===== config.mk =====
export PLATFORM = sky130hd
export DESIGN_NAME = reg_bank_arbiter
export DESIGN_NICKNAME = d
export VERILOG_FILES = /design/src/rtl/reg_bank_arbiter_pkg.sv /design/src/rtl/rr_arbiter.sv /design/src/rtl/reg_bank_arbiter.sv
export SDC_FILE = /design/constraint.sdc
export NUM_CORES = 1
export LEC_CHECK = 0
export ABC_AREA = 0
export ABC_CLOCK_PERIOD_IN_PS = 1700
export CAP_MARGIN = 20
export CORE_MARGIN = 8
export CORE_UTILIZATION = 30
export CTS_CLUSTER_SIZE = 8
export DETAILED_ROUTE_END_ITERATION = 8
export PLACE_DENSITY_LB_ADDON = 0.1
export SKIP_CTS_REPAIR_TIMING = 1
export SYNTH_ARGS = -nofsm -noshare
export SYNTH_HDL_FRONTEND = slang
export SYNTH_SLANG_ARGS = --single-unit

===== constraint.sdc =====
create_clock -name clk -period 1.7 [get_ports clk]
set_input_delay 0.17 -clock clk [delete_from_list [all_inputs] [get_ports clk]]
set_output_delay 0.17 -clock clk [all_outputs]
set_load 0.01 [all_outputs]

===== src/rtl/reg_bank_arbiter_pkg.sv =====
// Shared types and default widths for the register-bank arbiter.
// Optional grant locking is enabled with the ARB_LOCK_EN macro.
`ifndef REG_BANK_ARBITER_PKG_SV
`define REG_BANK_ARBITER_PKG_SV
package reg_bank_arbiter_pkg;

  typedef enum logic {
    IDLE  = 1'b0,
    GRANT = 1'b1
  } state_t;

  localparam int DEF_WIDTH = 16;
  localparam int DEF_AW    = 3;

  // Index width for a requester pointer; never zero even for a single lane.
  function automatic int ptr_width(input int n);
    return (n > 1) ? $clog2(n) : 1;
  endfunction

endpackage
`endif


===== src/rtl/rr_arbiter.sv =====
// Combinational round-robin pick: first unmasked request at or above ptr,
// wrapping modulo NREQ, plus the pointer that follows the winner.
module rr_arbiter #(
  parameter int NREQ = 2,
  parameter int PW   = 1
) (
  input  logic [NREQ-1:0] req,
  input  logic [NREQ-1:0] mask,
  input  logic [PW-1:0]   ptr,
  output logic [NREQ-1:0] win_onehot,
  output logic [PW-1:0]   win_idx,
  output logic [PW-1:0]   next_ptr,
  output logic            any
);

  logic [NREQ-1:0] masked;
  logic [PW-1:0]   cand;

  always_comb begin
    masked     = req & ~mask;
    win_onehot = '0;
    win_idx    = '0;
    next_ptr   = ptr;
    any        = 1'b0;
    cand       = '0;
    for (int k = 0; k < NREQ; k++) begin
      cand = PW'((int'(ptr) + k) % NREQ);
      if (!any && masked[cand]) begin
        any              = 1'b1;
        win_idx          = cand;
        win_onehot[cand] = 1'b1;
        next_ptr         = PW'((int'(cand) + 1) % NREQ);
      end
    end
  end

endmodule


===== src/rtl/reg_bank_arbiter.sv =====
// Round-robin sharing of one external single-port register bank between
// NREQ requesters; optional grant locking when ARB_LOCK_EN is defined.
module reg_bank_arbiter
  import reg_bank_arbiter_pkg::*;
#(
  parameter int NREQ  = 2,
  parameter int WIDTH = DEF_WIDTH,
  parameter int AW    = DEF_AW
) (
  input  logic                  clk,
  input  logic                  reset,
  input  logic [NREQ-1:0]       req,
  input  logic [NREQ-1:0]       we,
  input  logic [NREQ*AW-1:0]    addr,
  input  logic [NREQ*WIDTH-1:0] wdata,
`ifdef ARB_LOCK_EN
  input  logic [NREQ-1:0]       lock,
`endif
  output logic [NREQ-1:0]       gnt,
  output logic [NREQ-1:0]       rvalid,
  output logic [WIDTH-1:0]      rdata,
  output logic                  bank_load,
  output logic [AW-1:0]         bank_addr,
  output logic [WIDTH-1:0]      bank_in,
  input  logic [WIDTH-1:0]      bank_out
);

  localparam int PW = ptr_width(NREQ);

  state_t          state;
  logic [PW-1:0]   ptr;
  logic [PW-1:0]   win;
  logic [NREQ-1:0] arb_onehot;
  logic [PW-1:0]   arb_idx;
  logic [PW-1:0]   arb_next;
  logic            arb_any;
  logic            hold;

  // The current grantee is masked so it cannot win two arbitrations in a row.
  rr_arbiter #(.NREQ(NREQ), .PW(PW)) u_rr (
    .req        (req),
    .mask       (gnt),
    .ptr        (ptr),
    .win_onehot (arb_onehot),
    .win_idx    (arb_idx),
    .next_ptr   (arb_next),
    .any        (arb_any)
  );

`ifdef ARB_LOCK_EN
  assign hold = (state == GRANT) && lock[win] && req[win];
`else
  assign hold = 1'b0;
`endif

  always_ff @(posedge clk) begin
    if (reset) begin
      state  <= IDLE;
      gnt    <= '0;
      win    <= '0;
      ptr    <= '0;
      rvalid <= '0;
      rdata  <= '0;
    end else begin
      rvalid <= '0;
      if (state == GRANT && !we[win]) begin
        rdata  <= bank_out;
        rvalid <= gnt;
      end
      if (hold) begin
        // Locked grantee keeps the bank; gnt, win and the pointer stay put.
        state <= GRANT;
      end else if (arb_any) begin
        state <= GRANT;
        gnt   <= arb_onehot;
        win   <= arb_idx;
        ptr   <= arb_next;
      end else begin
        state <= IDLE;
        gnt   <= '0;
      end
    end
  end

  always_comb begin
    bank_load = 1'b0;
    bank_addr = '0;
    bank_in   = '0;
    if (state == GRANT) begin
      bank_addr = addr[int'(win)*AW +: AW];
      bank_in   = wdata[int'(win)*WIDTH +: WIDTH];
      bank_load = we[win] & ~reset;
    end
  end

endmodule


==> qor.csv, run 1 <==
stage;metric;value;unit
setup_path;Worst Setup SP;win;
route;routed vias;1397;
clock_tree;CTS max path bufs;2;
pwr;Int Power;1.05;mW
synth;Post-Synth Simple-Gate Area;0.321;
placed_design;dpl ws;-0.0181;ns
clock_tree;clk root buf;clkbuf_8;
floorplan;core area;0.00429;mm²
setup_path;Crit Path Max Fanout;8;
floorplan;Die Y;82.5;µm
min_path;worst min-delay path category;reg2reg;
setup_path;Crit Path Class;reg2out;
synth;Syn Nets;199;
sta;worst setup margin;0.142;ns
route;drt drc;0;
synth;fraction of the mapped netlist area in compound gates;0.108;
finish;Nets;301;
synth;#FFs+latches synth;23;
setup_path;CP Data Required Time;1.53;ns
synth;predominant post-synthesis flop cell;dfxtp_1;
grt;vias in the first global route;1451;
clock_tree;Num Clock Sinks;23;
finish;fraction of layout cells with a size suffix above 1;0.117;
clock_tree;H-tree Lvls;1;
synth;Mapped Cells;139;
clock_tree;cts bufs inserted;3;
placed_design;Port Buffers;99;
pwr;Sw Ratio;0.265;
synth;sequential-to-total area share from yosys stat;0.347;
floorplan;Die Span X;82.5;µm
synth;fraction of synthesized cell area in xor and xnor cells;0;
route;post-route ant nets;0;
pwr;pwr dens;565;mW/mm²
sta;Final Hold Viols;0;
setup_path;critical-path cell list;clkbuf_16 -> buf_4 -> mux2i_1 -> nor2b_1 -> dlymetal6s2s_1;
synth;mux share of post-synthesis cell area;0.161;
finish;area delta synth->final;90.0;%
sta;max-slew violations;0;
floorplan;die area;0.00680;mm²
grt;total grt overflow;0;
pwr;Lkg Pwr;1.20;nW
synth;Synth area leader;dfxtp_1;
floorplan;Cell Rows;24;
pwr;maximum vdd ir drop;0.300;mV
synth;post-synthesis adder-cell area fraction;0;
sta;f_max;0.642;GHz
setup_path;Setup crit start kind;flip-flop;
clock_tree;CTS tree;done;
synth;Async S/R FF share, synth;0;
synth;largest family of logic cells by synthesized area;simple AND/OR/NAND/NOR gates;
route;First-pass DRT Iterations;4;
pwr;switching pwr;0.377;mW
sta;worst hold slack;0.482;ns
synth;EDFF count, synth;0;
sta;max_slew headroom;0.821;
sta;RSZ-0062 raised after global routing;no;
grt;pin count of the biggest net entering global routing;39;
min_path;HP Start;rdata[0];
setup_path;slowest CP cell;dfxtp_4;
synth;Netlist cell types;24;
finish;n_diodes;0;
floorplan;Top-Level Pins;100;
synth;top post-synthesis cells by area;dfxtp_1 (35%), mux2i_1 (14%), nand4b_1 (11%), nor2b_1 (9.0%), nand2b_1 (8.5%);
synth;most common cell in the synthesized netlist;dfxtp_1;
finish;# fillers;352;
run;maximum capacitance violations;0;
grt;Total GRT Usage;0.126;
route;Iter 0 DRT Violations;29;
clock_tree;Clock Latency Late Sink;0.26;ns
placed_design;Final HPWL DP;3700;µm
synth;synth warn;0;
floorplan;Initial Util;0.309;
synth;Post-synth top cells;dfxtp_1 (23), mux2i_1 (19), nor2b_1 (19);
outcome;status;complete, no violations;
synth;Mean Syn Cell Area;9.53;µm²
pwr;Sequential Power Share;0.414;
sta;Final period util;0.916;
sta;skew final;0.00558;ns
route;Vias/cell;4.78;
synth;share of Yosys cell area claimed by the top area cell type;0.347;
sta;worst slew pin tran;0.268;ns
clock_tree;clk slew on worst S/H paths;0.08;ns
setup_path;Critical Path AT;1.39;ns
synth;Cell Area, Synth;0.00133;mm²
pwr;Logic pwr share;0.350;
grt;initial antenna violation count;0;
route;routed len/inst;16.9;µm
setup_path;R2R Path Start;win;
sta;Tmin final;1.56;ns
sta;Final setup viols;0;
placed_design;GPL Wtd Cong;0.777;
sta;Post-Route Setup TNS;0;ns
grt;first-pass GRT wire length;6730;µm
setup_path;CP Capture Type;output port;
route;wirelength, routed;4920;µm
setup_path;Crit path largest cell delay;0.41;ns
pwr;Clock Power Share;0.236;
==> final timing paths <==
path	end	slack, ns	depth (start not counted)
worst max-delay path	bank_in[8]	0.14	5
worst min-delay path	rdata[0]	0.48	2
worst max register to register	rdata[8]	0.23	4
worst min register to register	rdata[0]	0.48	2
==> cell families after synthesis <==
kind of cell | after synthesis
and+or+nand+nor | 62
muxes | 20
buffers and inverters | 14
DFF | 23
AOI/OAI and AO/OA | 20
==> placed cells by master, fill, tap and decap left out, drive strengths merged, types with 2 or more instances in the layout <==
cell type	n
buf	10
o21ai	16
nor2	2
mux2i	20
dlymetal6s2s	20
dfxtp	23
nand4b	16
clkbuf	4
clkdlybuf4s50	79
a21oi	2
and2	3
nor2b	19
nand2b	18
==> stage by stage <==
stage               total power [mW]  cells  instance area, µm²  utilization
floorplan                      0.804    139                1330            -
global placement                1.08    283                2360        0.549
detailed placement              1.09    283                2360        0.549
CTS                             1.42    287                2400        0.560
global route                    1.50    292                2520        0.586
finish                          1.42    292                2520        0.586
==> worst max-delay path, delay by kind of cell, from the launching register on <==
kind                   cells  cell delay, ns
flip-flops                 1            0.41
buffers and inverters      3            0.45
multiplexers               1            0.20
AND/OR/NAND/NOR            1            0.06
==> power groups by stage <==
stage | clock [mW] | combinational, mW | sequential, mW
2_1_floorplan | 0 | 0.199 | 0.604
3_3_place_gp | 0 | 0.478 | 0.598
3_5_place_dp | 0 | 0.486 | 0.599
4_1_cts | 0.349 | 0.489 | 0.587
5_1_grt | 0.372 | 0.534 | 0.593
6_report | 0.336 | 0.498 | 0.588
==> state kept, by name, indices dropped and copies added (netlist names) <==
| register | cells |
|---|---|
| win | 1 |
| state | 1 |
| rdata | 16 |
| gnt | 2 |
| rvalid | 2 |
| ptr | 1 |
==> area by class of cell <==
| cell class | count | area [µm²] | area share |
|---|---|---|---|
| clock buffer | 3 | 41.3 | 0.0164 |
| clock inverter | 1 | 5.00 | 0.00199 |
| inverter | 1 | 3.75 | 0.00149 |
| multi-input combinational | 102 | 781 | 0.310 |
| sequential | 23 | 464 | 0.184 |
| tap | 52 | 65.1 | 0.0258 |
| timing repair buffer | 110 | 1160 | 0.460 |
==> layer usage <==
metal,wire (µm),share of wire,track usage,vias to the layer above
li1,-,-,-,682
met1,2070,0.42,0.137,633
met2,2170,0.44,0.218,76
met3,626,0.13,0.0487,6
met4,59,0.012,0.0456,0
met5,0,0,0,-
Note: power is estimated with default switching activity, not from simulation.
==> run 2, diff against run 1 <==
- ABC_AREA: 0 -> 1
==> qor.csv, run 2 <==
stage;metric;value;unit;change
outcome;status;complete, no violations;;
synth;Synth area leader;dfxtp_1;;
synth;synth warn;0;;unchanged
route;First-pass DRT Iterations;5;;+1
finish;Nets;391;;+30%
setup_path;R2R Path Start;win;;
synth;sequential-to-total area share from yosys stat;0.342;;-0.00549
pwr;Sw Ratio;0.290;;+0.0254
setup_path;Crit Path Max Fanout;10;;+2
finish;n_diodes;0;;unchanged
route;wirelength, routed;4780;µm;-3.0%
route;drt drc;0;;unchanged
clock_tree;Num Clock Sinks;23;;unchanged
synth;EDFF count, synth;0;;unchanged
clock_tree;cts bufs inserted;3;;unchanged
pwr;maximum vdd ir drop;0.431;mV;+44%
grt;vias in the first global route;1516;;+4.5%
synth;most common cell in the synthesized netlist;nor2_1;;
finish;# fillers;448;;+27%
placed_design;placed inst area;0.00243;mm²;+3.0%
finish;Final Cell Area;0.00253;mm²;+0.50%
setup_path;R2R setup slack;0.43;ns;+0.20 ns
pwr;switching pwr;0.432;mW;+15%
grt;pin count of the biggest net entering global routing;27;;-31%
finish;post-layout util;0.581;;-0.00521
sta;Final setup viols;0;;unchanged
min_path;worst min-delay path category;reg2reg;;
finish;Reg with most FFs;rdata;;
sta;f_max;0.705;GHz;+9.9%
synth;#FFs+latches synth;23;;unchanged
finish;commonest cells after routing, fill and taps aside;clkdlybuf4s50_1 (79), nor2_1 (57), inv_1 (53), nand2_1 (37);;
min_path;HP Start;gnt[1];;
setup_path;Critical Path AT;1.25;ns;-0.14 ns
sta;Post-Route Setup TNS;0;ns;unchanged
setup_path;CP Capture Type;output port;;
grt;total grt overflow;0;;unchanged
grt;initial antenna violation count;0;;unchanged
finish;area of the multi-input gates;618;µm²;-21%
sta;Final period util;0.834;;-0.0822
sta;worst slew pin tran;0.224;ns;-0.0443 ns
min_path;Worst Hold Path EP;rvalid[1];;
pwr;Clock Power Share;0.224;;-0.012
pwr;Sequential Power Share;0.406;;-0.008
pwr;Int Power;1.06;mW;+1.0%
route;Vias/cell;4.19;;-12%
sta;max-slew violations;0;;unchanged
setup_path;Crit Path Class;reg2out;;
floorplan;Cell Rows;24;;unchanged
floorplan;Die Y;83.0;µm;+0.64%
grt;first-pass GRT wire length;7800;µm;+16%
clock_tree;clk slew on worst S/H paths;0.08;ns;about the same
pwr;total power;1.49;mW;+4.6%
finish;register area;465;µm²;+0.27%
synth;top post-synthesis cells by area;dfxtp_1 (34%), nor2_1 (16%), inv_1 (15%), nand2_1 (10%), o21ai_0 (7.8%);;
setup_path;reg2reg end;rdata[2];;
setup_path;Worst R2R Path Depth;7;;+3
min_path;Min-Delay Path Depth;2;;unchanged
route;routed vias;1601;;+15%
route;routed len/inst;12.5;µm;-26%
clock_tree;H-tree Lvls;1;;unchanged
placed_design;Port Buffers;99;;unchanged
synth;Mapped Cells;229;;+65%
clock_tree;CTS max path bufs;2;;unchanged
floorplan;Initial Util;0.309;;+0.000629
floorplan;core area;0.00435;mm²;+1.4%
synth;Syn Nets;289;;+45%
finish;commonest non-fill, non-tap cell in the layout;clkdlybuf4s50_1;;
synth;Netlist cell types;18;;-25%
sta;worst hold slack;0.466;ns;-0.0160 ns
grt;Total GRT Usage;0.133;;+0.00700
floorplan;Top-Level Pins;100;;unchanged
finish;area delta synth->final;87.9;%;
clock_tree;Clock Latency Late Sink;0.26;ns;about the same
sta;max_slew headroom;0.849;;+0.0279
sta;skew final;0.00206;ns;-0.00352 ns
route;Iter 0 DRT Violations;32;;+10%
synth;predominant post-synthesis flop cell;dfxtp_1;;
pwr;Lkg Pwr;1.48;nW;+24%
setup_path;Setup crit start kind;flip-flop;;
placed_design;Final HPWL DP;3760;µm;+1.7%
sta;Final Hold Viols;0;;unchanged
clock_tree;clk root buf;clkbuf_8;;
synth;share of Yosys cell area claimed by the top area cell type;0.342;;-0.00549
floorplan;Die Span X;83.0;µm;+0.64%
pwr;Logic pwr share;0.370;;+0.020
finish;leading registers by flop count;rdata x16, gnt x2, rvalid x2;;
route;post-route ant nets;0;;unchanged
sta;RSZ-0062 raised after global routing;no;;
synth;Cell Area, Synth;0.00135;mm²;+1.6%
clock_tree;CTS tree;done;;
finish;fraction of layout cells with a size suffix above 1;0.0606;;-0.0561
setup_path;CP Data Required Time;1.53;ns;about the same
synth;Async S/R FF share, synth;0;;unchanged
floorplan;die area;0.00689;mm²;+1.3%
sta;Tmin final;1.42;ns;-0.140 ns
synth;Post-synth top cells;nor2_1 (57), inv_1 (53), nand2_1 (37);;
finish;Largest register FFs;16;;unchanged
placed_design;GPL Wtd Cong;0.757;;-2.7%
pwr;pwr dens;588;mW/mm²;+4.1%
synth;Mean Syn Cell Area;5.88;µm²;-38%
run;maximum capacitance violations;0;;unchanged
## run 2: cell types whose count changed in the layout (fill, tap and decap cells not counted), sizes merged, moves of 2 or more
cell,previous run,this run
and2,3,0
inv,1,54
mux2i,20,0
nand2,1,39
nand2b,18,0
nand3,0,2
nand4,0,16
nand4b,16,0
nor2,2,57
nor2b,19,0
o21ai,16,21
## run 2: power groups by stage
| stage | combinational (mW) | sequential, mW | clock, mW |
|---|---|---|---|
| 6_report | 0.550 | 0.604 | 0.334 |
| 5_1_grt | 0.608 | 0.610 | 0.378 |
| 4_1_cts | 0.569 | 0.604 | 0.355 |
| 3_5_place_dp | 0.566 | 0.617 | 0 |
| 3_3_place_gp | 0.562 | 0.615 | 0 |
| 2_1_floorplan | 0.219 | 0.628 | 0 |
## run 2: logic make-up after synthesis
family | count (synthesis) | synth area share
compound gates | 23 | 0.0855
buf+inv | 67 | 0.199
flops | 23 | 0.342
simple gates | 116 | 0.374
## run 2: layer usage
layer	up-vias	routed length (µm)	GRT usage
met5	-	0	0
met4	0	17	0.0240
met3	2	207	0.0391
met2	34	2540	0.240
met1	683	2010	0.150
li1	882	-	-
## run 2: through the flow
stage / cells / setup slack (ns)
2_1_floorplan: 229 / 0.541
3_3_place_gp: 378 / 0.0983
3_5_place_dp: 378 / 0.0960
4_1_cts: 382 / -0.174
5_1_grt: 382 / 0.196
6_report: 382 / 0.282
## run 2: worst max path at each step
stage / from / end / slack [ns] / depth (start not counted)
2_1_floorplan: win / bank_in[10] / 0.54 / 5
3_3_place_gp: reset / bank_load / 0.1 / 5
3_5_place_dp: we[0] / bank_load / 0.1 / 4
4_1_cts: win / bank_addr[1] / -0.17 / 4
5_1_grt: win / bank_in[8] / 0.20 / 4
6_report: win / bank_in[9] / 0.28 / 5
## run 2: area by class of cell
cell class	instances	share of cell area
multi-input cells	139	0.244
clock buffers	3	0.0163
repair buffers	109	0.446
inverters	55	0.0816
clock inverters	1	0.00198
well taps	52	0.0257
flip-flops and latches	23	0.184
## run 2: critical path, cell delays in order, from the launching register on
cell            delay [ns]
dfxtp_4               0.37
inv_2                 0.09
buf_4                 0.17
nor2_1                0.05
nor2_1                0.10
dlymetal6s2s_1        0.20
==> run 3, diff against run 2 <==
- ABC_CLOCK_PERIOD_IN_PS: 1700 -> 1300
- clock period: 1.7 -> 1.3 ns (I/O delays scaled with it)
==> qor.csv, run 3 (synthesis gave the netlist of run 2 again) <==
stage;metric;value;unit;change
outcome;status;complete, no violations;;
sta;worst slew pin tran;0.234;ns;+0.00981 ns
floorplan;Cell Rows;24;;unchanged
clock_tree;H-tree Lvls;1;;unchanged
setup_path;Setup crit start kind;flip-flop;;
finish;area delta synth->final;91.7;%;
sta;RSZ-0062 raised after global routing;yes;;
sta;skew final;0.00291;ns;+0.000846 ns
setup_path;critical-path cell list;buf_8 -> o21ai_0 -> nor2_1 -> dlymetal6s2s_1;;
clock_tree;Num Clock Sinks;23;;unchanged
finish;commonest non-fill, non-tap cell in the layout;clkdlybuf4s50_1;;
route;post-route ant nets;0;;unchanged
finish;fraction of layout cells with a size suffix above 1;0.143;;+0.0827
setup_path;CP Data Required Time;1.17;ns;-0.36 ns
placed_design;Final HPWL DP;3690;µm;-1.9%
floorplan;Die Span X;83.0;µm;unchanged
route;drt drc;0;;unchanged
placed_design;GPL Wtd Cong;0.735;;-2.8%
pwr;Lkg Pwr;1.58;nW;+6.4%
finish;commonest cells after routing, fill and taps aside;clkdlybuf4s50_1 (61), nor2_1 (54), inv_1 (53), nand2_1 (37);;
floorplan;Top-Level Pins;100;;unchanged
clock_tree;clk slew on worst S/H paths;0.08;ns;about the same
clock_tree;cts bufs inserted;3;;unchanged
finish;Largest register FFs;16;;unchanged
finish;Nets;396;;+1.3%
placed_design;Port Buffers;99;;unchanged
route;wirelength, routed;4940;µm;+3.4%
sta;Final Hold Viols;0;;unchanged
sta;f_max;0.780;GHz;
pwr;total power;1.98;mW;+33%
setup_path;delay-heaviest family, CP;flip-flops;;
floorplan;core area;0.00435;mm²;unchanged
setup_path;Buf/Inv on CP;2;;-1
pwr;maximum vdd ir drop;0.723;mV;+68%
sta;Tmin final;1.28;ns;
finish;post-layout util;0.593;;+0.0118
setup_path;slowest CP cell;dfxtp_4;;
floorplan;die area;0.00689;mm²;unchanged
route;routed vias;1653;;+3.2%
setup_path;Crit Path Class;reg2out;;
finish;n_diodes;0;;unchanged
finish;Reg with most FFs;rdata;;
finish;Final Cell Area;0.00258;mm²;+2.0%
placed_design;placed cells;381;;+0.79%
route;Iter 0 DRT Violations;80;;+150%
route;First-pass DRT Iterations;4;;-1
sta;Post-Route Setup TNS;0;ns;unchanged
setup_path;Crit Path Max Fanout;11;;+1
floorplan;Initial Util;0.309;;unchanged
sta;max-slew violations;0;;unchanged
placed_design;placed inst area;0.00248;mm²;+2.0%
finish;Final Non-Filler Cells;387;;+1.3%
sta;Final period util;0.987;;
pwr;pwr dens;767;mW/mm²;+30%
setup_path;Crit path largest cell delay;0.38;ns;about the same
floorplan;Die Y;83.0;µm;unchanged
sta;max_slew headroom;0.842;;-0.00661
sta;Final setup viols;0;;unchanged
route;Vias/cell;4.27;;+1.9%
grt;Total GRT Usage;0.135;;+0.00208
clock_tree;CTS max path bufs;2;;unchanged
grt;total grt overflow;0;;unchanged
route;routed len/inst;12.8;µm;+2.1%
clock_tree;CTS tree;done;;
grt;vias in the first global route;1569;;+3.5%
setup_path;CP Capture Type;output port;;
grt;first-pass GRT wire length;7830;µm;+0.36%
min_path;worst min-delay path category;reg2reg;;
grt;initial antenna violation count;0;;unchanged
run;maximum capacitance violations;0;;unchanged
grt;pin count of the biggest net entering global routing;21;;-22%
setup_path;Critical Path AT;1.15;ns;-0.10 ns
finish;leading registers by flop count;rdata x16, gnt x2, rvalid x2;;
clock_tree;Clock Latency Late Sink;0.26;ns;about the same
clock_tree;clk root buf;clkbuf_8;;
[run 3: per-layer routing]
| metal | global-route usage | wire length, µm | vias to the layer above |
|---|---|---|---|
| li1 | - | - | 903 |
| met1 | 0.144 | 2030 | 716 |
| met2 | 0.247 | 2620 | 32 |
| met3 | 0.0449 | 267 | 2 |
| met4 | 0.0351 | 21 | 0 |
| met5 | 0 | 0 | - |
[run 3: power by group]
group | internal, mW | leakage [nW] | total (mW) | switching, mW
registers | 0.758 | 0.190 | 0.788 | 0.0295
logic | 0.414 | 1.36 | 0.756 | 0.342
clock network | 0.214 | 0.0255 | 0.437 | 0.223
[run 3: layout make-up]
type                    instances  area [µm²]
clock inverters                 1        5.00
multi-input cells             141         672
clock buffers                   3        41.3
inverters                      55         211
repair buffers                112        1120
fillers                       444        1770
well taps                      52        65.1
flip-flops and latches         23         465
[run 3: tightest hold or removal path: stages, from the launching register on]
cell,delay (ns)
dfxtp_1,0.32
inv_1,0.06
nor3_1,0.05
[run 3: final timing paths]
path | from | end | slack [ns] | cells past startpoint
max reg2reg | win | rdata[15] | 0.10 | 7
max | win | bank_in[8] | 0.02 | 4
min | gnt[0] | rvalid[0] | 0.47 | 2
min reg2reg | gnt[0] | rvalid[0] | 0.47 | 2
[run 3: through the flow]
step / worst slack (ns) / hold WS (ns)
finish: 0.0174 / 0.466
global route: -0.0506 / 0.496
CTS: -0.432 / 0.469
detailed placement: -0.223 / 0.456
global placement: -0.225 / 0.448
floorplan: 0.181 / 0.202
==> patch 1 (config.mk and constraints of run 1) <==
`NREQ` is set to 2 in 2 places; all go to 1.
--- a/src/rtl/rr_arbiter.sv
+++ b/src/rtl/rr_arbiter.sv
@@ -3,3 +3,3 @@
 module rr_arbiter #(
-  parameter int NREQ = 2,
+  parameter int NREQ = 1,
   parameter int PW   = 1
--- a/src/rtl/reg_bank_arbiter.sv
+++ b/src/rtl/reg_bank_arbiter.sv
@@ -5,3 +5,3 @@
 #(
-  parameter int NREQ  = 2,
+  parameter int NREQ  = 1,
   parameter int WIDTH = DEF_WIDTH,
Ports: changed (6 resized); port bits go from 100 to 77. No check against the original RTL was run, so the function may have changed too.
==> patch 1 against run 1 <==
  * Maximum frequency is 5.8% lower
  * Core utilization down 0.64 points
  * Non-clock buffer count decreased by 26
  * Design area decreased by 25%
  * Sequential cell count is 5 lower
  * Wire length fell by 30%
  * Area after synthesis fell by 25%
  * Combinational power down 48%
  * Synthesized cell count fell by 29%
  * Setup slack worse by 0.095 ns
  * Total power is 32% lower
  * Via count shrank 29%
  * Highest routed layer unchanged
==> patch 1: results <==
[grt]
grt_usage_pct = 12.19
grt_max_degree = 35
grt_pass1_vias = 1074

[logic_synthesis]
synth_cell_types = 16
synthTopCellsByCount = and2_1 (19), dfxtp_1 (18), nand2b_1 (16), nand4bb_1 (16), o21ai_2 (10)
synth_area_leaders = dfxtp_1 (36%), nand4bb_1 (18%), and2_1 (12%)
seq_area_frac_synth_pct = 36.32
synth_area_per_cell_um2 = 10.02

[final_layout]
final_layout_size_suffix_gt1_share_pct = 14.04

[placement]
place_ws_ns = 0.1264
detailed_place.area_um2 = 1788
hpwl_um = 2679

[clocking]
clock_latency_ns = 0.29
path_clk_slew_ns = 0.11

[timing]
worstMarginPinSlew_ns = 0.2596
skew_ns = 0.001577
finalWorstSetupSlack_ns = 0.04699

[power]
switchingPower_mw = 0.2310
pg_seq_mw = 0.444
max-vdd-ir-drop_mv = 0.2381
p_leak_nw = 0.9306

[routing]
drt_wl_total_um = 3427
vias = 991
vias_per_cell = 4.424

[setup_path]
cp_slowest_cell = clkdlybuf4s50_1
arrival_ns = 1.48
path_max_fanout = 21

[outcome]
status = finished clean
-- patch 1: cell count changes after synthesis, sizes merged, moves of 2 or more --
cell,change
mux2i,-20
nor2b,-17
nand2b,-2
and2,+16
nand4b,-16
dfxtp,-5
buf,+2
a21oi,-2
clkbuf,-6
nand4bb,+16
-- patch 1: layout make-up --
| class | instances | area [µm²] |
|---|---|---|
| clock buffers | 4 | 36.28 |
| fillers | 314 | 1369 |
| multi-input cells | 72 | 556.8 |
| flip-flops and latches | 18 | 361.6 |
| well taps | 46 | 57.56 |
| repair buffers | 84 | 877.1 |
-- patch 1: logic make-up (layout without fill, tap and decap cells) --
| family | after synthesis | after routing | synth area share, % |
|---|---|---|---|
| buf+inv | 9 | 88 | 7.565 |
| compound gates | 16 | 16 | 11.85 |
| simple gates | 56 | 56 | 44.26 |
| flops | 18 | 18 | 36.32 |
-- patch 1: per-stage QoR --
step,util [%],hold WS (ns)
2_1_floorplan,-,0.3271
3_3_place_gp,54.88,0.4563
3_5_place_dp,54.88,0.4693
4_1_cts,55.99,0.4339
5_1_grt,57.99,0.4432
6_report,57.99,0.4423
-- patch 1: metal layers --
layer  track usage, %  wire, µm  vias to the layer above
li1                 -         -                      500
met1            12.06      1350                      462
met2            22.44      1818                       27
met3            4.775       238                        2
met4            3.991        19                        0
met5                0         0                        -
-- patch 1: worst reg2reg max path: stages, from the launching register on --
cell	delay [ns]
dfxtp_2	0.38
buf_12	0.15
nor2b_4	0.23
buf_4	0.22
o21ai_2	0.08
-- patch 1: worst paths after layout --
path / from / endpoint / cells after the start
worst min register to register: rdata[1] / rdata[1] / 2
worst min-delay path: req / state / 2
worst max register to register: state / rdata[2] / 4
worst max-delay path: state / bank_in[14] / 3
==> patch 2 (settings of run 1) <==
Made on the original files. Reset style: asynchronous (`reset`), changed in one clocked block.
--- a/src/rtl/reg_bank_arbiter.sv
+++ b/src/rtl/reg_bank_arbiter.sv
@@ -55,3 +55,3 @@
 
-  always_ff @(posedge clk) begin
+  always_ff @(posedge clk or posedge reset) begin
     if (reset) begin
Behaviour: differs if reset is asserted again (counterexample within 4 cycles, from zero or initial values and one cycle with reset high); with reset held inactive, the same outputs for 10 cycles.
==> patch 2 against run 1 <==
  * Wire length fell by 18%
  * Die area shrank 4.6%
  * Core utilization up 1.6 points
  * Area after synthesis shrank 5.7%
  * First-iteration DRC count down 38%
  * Sequential cell count unchanged
  * Design area decreased by 4.3%
  * Final cell count fell by 14%
  * Maximum frequency is 2.4% higher
  * Setup slack better by 0.036 ns
Power is not compared: it rests on default switching activity, and its combinational part moved more than twofold at a synthesized area within 25%.
==> patch 2: results <==
[setup_path]
arrival_ns = 1.66
path_max_fanout = 16

[min_path]
hp-class = input pin to asynchronous set/reset pin

[placement]
hpwl_um = 3379
gp_congestion = 0.8051
dp_cells = 247

[logic_synthesis]
synthArstFlopShare_pct = 100.0
synthTopCellsByCount = dfrtp_1 (23), nor2b_1 (20), mux2i_1 (19), mux2_4 (10), mux2_2 (6)
seq_area_frac_synth_pct = 46.05
synth_cell_types = 18
synth_ff_type = dfrtp_1
muxShareOfSynthArea_pct = 34.43
synth_nets = 159
synthCells = 99
synth_area_leaders = dfrtp_1 (46%), mux2i_1 (15%), mux2_4 (12%)
synth_compound_area_share_pct = 1.001

[outcome]
status = finished clean

[final_layout]
nFillCells = 319
final_nets = 262
final_layout_size_suffix_gt1_share_pct = 13.43

[grt]
grt_pass1_vias = 1249
grt_max_degree = 20
grt_pass1_wl_um = 6099
grt_usage_pct = 11.63

[timing]
skew_ns = 0.004289
worstMarginPinSlew_ns = 0.4128

[routing]
drt_wl_total_um = 4045
vias = 1141
drt_iter0_drc = 18
wire_per_inst_um = 16.12
patch 2: area by class of cell:
cell class / instances / share of cell area (%)
multi-input combinational: 69 / 26.17
sequential: 23 / 23.94
clock buffer: 4 / 1.869
timing repair buffer: 104 / 45.28
tap: 50 / 2.596
inverter: 1 / 0.1558
patch 2: per-layer routing:
layer	vias to the layer above	wire length [µm]	part of all wire (%)	global-route usage [%]
li1	540	-	-	-
met1	549	1583	39	13.10
met2	48	2056	51	20.29
met3	4	375	9.3	4.464
met4	0	30	0.74	2.182
met5	-	0	0	0
patch 2: power by group:
group	internal, mW	switching, mW	leakage (nW)
logic	0.808	0.445	0.993
registers	0.710	0.105	0.273
clock network	0.167	0.163	0.0228
total	1.68	0.713	1.29
patch 2: logic make-up after synthesis:
group | after synthesis
AOI/OAI and AO/OA | 2
buffers and inverters | 7
DFF | 23
muxes | 36
and+or+nand+nor | 31
patch 2: path summary, 6_finish.rpt:
path,start,endpoint,slack [ns],cells past startpoint
setup reg to reg,win,rdata[9],0.18,4
max in group asynchronous,reset,rdata[9],0.94,3
hold / removal,reset,rdata[6],0.24,2
min in group clk,rdata[8],rdata[8],0.51,1
hold reg to reg,rdata[8],rdata[8],0.51,1
setup / recovery,win,rdata[9],0.18,4
patch 2: critical path: stages, from the launching register on:
cell,delay [ns]
dfrtp_2,0.46
mux2i_4,0.20
buf_4,0.15
nand2_4,0.23
mux2_2,0.37
patch 2: stage by stage:
step                      hold slack [ns]  setup slack [ns]  instance area, µm²  TNS, ns
after floorplan                    0.1719            0.3454                1250        0
after global placement             0.4838           0.01362                2313        0
after detailed placement           0.4967          0.006314                2313        0
after CTS                          0.2555           -0.2284                2359   -4.003
after global routing               0.2895            0.1110                2410        0
final                              0.2396            0.1785                2410        0
